### config.mk
export PLATFORM = sky130hd
export DESIGN_NAME = tcdm_reorder_buffer
export DESIGN_NICKNAME = d
export VERILOG_FILES = /design/src/rtl/snitch_pkg.sv /design/src/rtl/mempool_pkg.sv /design/src/rtl/tcdm_reorder_buffer.sv
export SDC_FILE = /design/constraint.sdc
export NUM_CORES = 1
export LEC_CHECK = 0
export ABC_AREA = 1
export CAP_MARGIN = 20
export CORE_ASPECT_RATIO = 1.1
export CORE_UTILIZATION = 45
export DETAILED_ROUTE_END_ITERATION = 12
export SLEW_MARGIN = 20
export SYNTH_ARGS = -nofsm -noshare
export SYNTH_HDL_FRONTEND = slang
export SYNTH_SLANG_ARGS = --single-unit
export TNS_END_PERCENT = 5
### constraint.sdc
create_clock -name clk_i -period 2.7 [get_ports clk_i]
set_input_delay 0.54 -clock clk_i [delete_from_list [all_inputs] [get_ports clk_i]]
set_output_delay 0.54 -clock clk_i [all_outputs]
set_load 0.05 [all_outputs]
### src/rtl/snitch_pkg.sv
// rtl/snitch_pkg.sv - core-side constants shared with the memory subsystem
package snitch_pkg;

  // Width of the reorder tag carried with each outstanding TCDM request
  localparam int unsigned ReorderIdWidth = 3;

endpackage

### src/rtl/mempool_pkg.sv
// rtl/mempool_pkg.sv - reorder buffer types and defaults
package mempool_pkg;

  // One reorder slot per encodable tag
  localparam int unsigned NumIdsDefault = 2 ** snitch_pkg::ReorderIdWidth;

  typedef logic [snitch_pkg::ReorderIdWidth-1:0] reorder_id_t;

  // Life cycle of a reorder slot: granted, answered, then retired in order
  typedef enum logic [1:0] {
    SLOT_FREE    = 2'd0,
    SLOT_PENDING = 2'd1,
    SLOT_DONE    = 2'd2
  } slot_state_e;

endpackage

### src/rtl/tcdm_reorder_buffer.sv
// rtl/tcdm_reorder_buffer.sv - hands out IDs in order, accepts responses out of order, returns them in order
module tcdm_reorder_buffer
  import mempool_pkg::*;
#(
  parameter int unsigned NumIds    = NumIdsDefault,
  parameter int unsigned DataWidth = 32,
  parameter int unsigned IdWidth   = $clog2(NumIds)
) (
  input  logic                        clk_i,
  input  logic                        rst_i,
  input  logic                        req_valid_i,
  output logic                        req_ready_o,
  output logic [IdWidth-1:0]          req_id_o,
  input  logic                        rsp_valid_i,
  input  logic [IdWidth-1:0]          rsp_id_i,
  input  logic [DataWidth-1:0]        rsp_data_i,
  output logic                        out_valid_o,
  input  logic                        out_ready_i,
  output logic [DataWidth-1:0]        out_data_o,
  output logic [$clog2(NumIds+1)-1:0] count_o,
  output logic                        err_o
);

  localparam int unsigned CntWidth = $clog2(NumIds + 1);

  slot_state_e                state_q [NumIds];
  slot_state_e                state_d [NumIds];
  logic        [DataWidth-1:0] data_q [NumIds];
  logic        [IdWidth-1:0]  head_q, head_d;
  logic        [IdWidth-1:0]  tail_q, tail_d;
  logic        [CntWidth-1:0] count_q, count_d;
  logic                       err_q, err_d;

  logic alloc;
  logic retire;
  logic rsp_ok;

  // Outputs come straight from registers; nothing bypasses from the response port
  assign req_ready_o = (count_q != CntWidth'(NumIds));
  assign req_id_o    = head_q;
  assign out_valid_o = (state_q[tail_q] == SLOT_DONE);
  assign out_data_o  = data_q[tail_q];
  assign count_o     = count_q;
  assign err_o       = err_q;

  assign alloc  = req_valid_i && req_ready_o;
  assign retire = out_valid_o && out_ready_i;
  assign rsp_ok = rsp_valid_i && (state_q[rsp_id_i] == SLOT_PENDING);

  // Next-state for slots, pointers and occupancy; the three events touch disjoint slots
  always_comb begin
    for (int i = 0; i < NumIds; i++) begin
      state_d[i] = state_q[i];
    end
    head_d  = head_q;
    tail_d  = tail_q;
    count_d = count_q;
    err_d   = rsp_valid_i && !rsp_ok;

    if (alloc) begin
      state_d[head_q] = SLOT_PENDING;
      head_d          = head_q + IdWidth'(1);
    end
    if (rsp_ok) begin
      state_d[rsp_id_i] = SLOT_DONE;
    end
    if (retire) begin
      state_d[tail_q] = SLOT_FREE;
      tail_d          = tail_q + IdWidth'(1);
    end

    unique case ({alloc, retire})
      2'b10:   count_d = count_q + CntWidth'(1);
      2'b01:   count_d = count_q - CntWidth'(1);
      default: count_d = count_q;
    endcase
  end

  // Control state register; reset drops every outstanding and completed slot
  always_ff @(posedge clk_i or posedge rst_i) begin
    if (rst_i) begin
      for (int i = 0; i < NumIds; i++) begin
        state_q[i] <= SLOT_FREE;
      end
      head_q  <= '0;
      tail_q  <= '0;
      count_q <= '0;
      err_q   <= 1'b0;
    end else begin
      for (int i = 0; i < NumIds; i++) begin
        state_q[i] <= state_d[i];
      end
      head_q  <= head_d;
      tail_q  <= tail_d;
      count_q <= count_d;
      err_q   <= err_d;
    end
  end

  // Payload storage is only meaningful while its slot is DONE, so it carries no reset
  always_ff @(posedge clk_i) begin
    if (rsp_ok) begin
      data_q[rsp_id_i] <= rsp_data_i;
    end
  end

endmodule
==> impl_metrics.yaml <==
global_routing:
  grt_max_degree: 54
  antenna_found_initial: 0
  grt_remaining_overflow: 0
  grt_pass1_vias: 7628
  track_usage_pct: 21.3
  grt_pass1_wl_um: 42900
critical_path:
  cp.arrival_ps: 2200
  crit_path_max_fanout: 28
  reg2reg_depth: 15
  path_cells: "inv_8 > bufbuf_16 > o21ai_1 > o2111ai_4 > buf_12"
  start_kind: "register"
  end_kind: "primary output"
  path_class: "reg2out"
  crit_slowest_cell: "dfrtp_4"
  slowest_delay_ps: 570
  cp.required_ps: 2160
timing:
  slew_headroom_pct: 67.2
  worst_slew_pin_slew_ps: 491
  period_needed_ps: 2740
  finClkSkew_ps: 24.1
  finalSetupViolCount: 8
  fin_ws_ps: -36.7
  min_period_over_period_pct: 101
  fin_tns_setup_ps: -114
  drv_slew: 0
  whs_ps: 369
  report.final.hold_viol_count: 0
  rsz0062_at_grt: "true"
  fmax_mhz: 365
layout:
  layout-drive-gt1-share_pct: 18.2
  area_growth_pct: 28.6
  final_cell_area_sq_mm: 0.0150
  final_cell_mix: "256 x edfxtp_1, 248 x nor2_1, 75 x nand2_1, 73 x o21ai_0, 68 x o21ai_1"
  layout_commonest_cell: "edfxtp_1"
  diodes: 0
  nets: 1140
die:
  chipHeight_um: 171
  initial_utilization_pct: 45.9
  core_sq_mm: 0.0253
  die_x_um: 155
  fp.dieArea_sq_mm: 0.0265
  io_pins: 82
  row_count: 61
yosys:
  yosys.area_share.adder_pct: 0.538
  yosys_warnings: 0
  syn_area_sq_mm: 0.0116
  synthSimpleGateAreaFrac_pct: 13.9
  ys_seq_area_share_pct: 71.9
  synth_top_family_by_area: "simple AND/OR/NAND/NOR gates"
  synth.avg_cell_area_sq_um: 11.9
  synth_mux_area_share_pct: 0
  synth-seq-cells: 283
  syn-instance-count: 975
  async_flop_share_pct: 9.54
  synth_xor_area_share_pct: 0.602
  synth_edf_count: 256
  ys_types: 32
  synth_flop_cell: "edfxtp_1"
  synth_compound_area_share_pct: 8.96
  syn_nets: 1020
power:
  power_density_mw_per_mm2: 1210
  power_switching_share_pct: 39.1
  share_comb_of_total_power_pct: 49.4
  switching_power_mw: 7.06
  power.leakage_nw: 5.60
  clockPowerShare_pct: 21.3
  p_int_mw: 11.0
  ir_worst_vdd_mv: 0.927
  seq_power_share_pct: 29.3
  finalPower_mw: 18.1
placement:
  port_buffers: 81
  gp_congestion: 0.881
  hpwl_um: 15800
  dpl-instance-area_sq_mm: 0.0134
status:
  violations: "setup timing"
  status: "finished with violations"
routing:
  route.detailed.drc: 0
  via_per_inst: 5.32
  drt_first_pass_iters: 5
  drt-wirelength-per-cell_um: 19.1
  ant_nets: 0
  routed_wl_um: 27900
  dr.first_iter.drc_count: 559
  vias: 7755
clocking:
  cts_tree: "done"
  hold_buffers: 0
  clkSlewWorstSetupHoldPaths_ps: 70
  cts_buffer_depth: 3
  clk_latency_ps: 550
  h-tree-depth: 1
  root_buffer: "clkbuf_16"
  clkSinkCount: 283
  cts_buffers: 29
min_path:
  min_path_type: "in2async"
job:
  maxCapViolCount: 0
worst max-delay path, delay by kind of cell, from the launching register on:
family	cells	cell delay, ps
buf+inv	3	590
flops	1	570
compound gates	2	460
state kept, by name, summed over array words and instances, names as in the netlist:
register	count
count_o	4
data_q	256
tail_q	3
err_o	1
req_id_o	3
state_q	16
logic make-up after synthesis:
family	count (synthesis)
AO/OA/AOI/OAI	183
XOR/XNOR	8
adder cells (fa/ha/maj)	5
buffers and inverters	109
flip-flops	283
AND/OR/NAND/NOR	387
power groups by stage:
stage | sequential, mW | combinational, mW | clock, mW
6_report | 5.29 | 8.93 | 3.85
5_1_grt | 5.33 | 9.48 | 4.08
2_1_floorplan | 5.49 | 4.32 | 0
3_5_place_dp | 5.37 | 7.77 | 0
4_1_cts | 5.28 | 8.51 | 3.92
3_3_place_gp | 5.37 | 7.74 | 0
synth_stat cells, types with 5 or more instances:
master	instances	area share [%]
nand2_1	75	2.4
o21ai_0	121	5.2
o2111ai_1	32	2.4
dfrtp_1	27	5.8
buf_2	17	0.73
edfxtp_1	256	66
nand2_2	5	0.27
inv_1	53	1.7
clkbuf_1	24	0.77
ha_1	5	0.54
nand3_1	24	1.0
nand4_1	18	0.97
nor2_1	255	8.2
o21ai_1	26	1.1
xor2_1	5	0.38
path summary, 6_finish.rpt:
check	from	to	slack, ps
worst max-delay path	tail_q[0]$_DFFE_PP0N_	out_data_o[15]	-40
worst max register to register	tail_q[0]$_DFFE_PP0N_	count_o[2]$_DFFE_PP0P_	80
worst min register to register	count_o[3]$_DFFE_PP0P_	count_o[3]$_DFFE_PP0P_	490
min in group clk_i	count_o[3]$_DFFE_PP0P_	count_o[3]$_DFFE_PP0P_	490
max in group asynchronous	rst_i	tail_q[0]$_DFFE_PP0N_	2030
worst min-delay path	rst_i	req_id_o[1]$_DFFE_PP0N_	370
metrics by stage:
stage / worst slack (ps) / utilization, % / cells
3_5_place_dp: 26.1 / 52.9 / 1389
6_report: -36.7 / 59.1 / 1459
2_1_floorplan: 82.7 / - / 975
3_3_place_gp: 51.9 / 52.9 / 1389
4_1_cts: -36.0 / 58.0 / 1448
5_1_grt: -91.8 / 59.1 / 1459
final cells by class:
class,count,area [sq um]
Multi-Input combinational cell,583,3060
Fill cell,2055,10400
Sequential cell,283,8370
Clock buffer,35,748
Inverter,60,245
Timing Repair Buffer,138,1950
Clock inverter,14,156
Tap cell,346,433
metal layers:
metal / vias to the layer above / global-route usage [%] / share of wire, %
met1: 3854 / 28.6 / 44
met3: 29 / 3.60 / 5.0
met5: - / 0 / 0
li1: 3674 / - / -
met4: 0 / 5.33 / 1.4
met2: 198 / 35.9 / 50
what timing repair did:
action | CTS | global route
endpoints found under the hold margin | 0 | 0
pin swaps | 4 | 16
endpoints found under the setup margin | 32 | 35
buffers inserted | 7 | 7
resized for setup | 60 | 67
cloned | 3 | 4
Power figures use the tool's default switching activity.
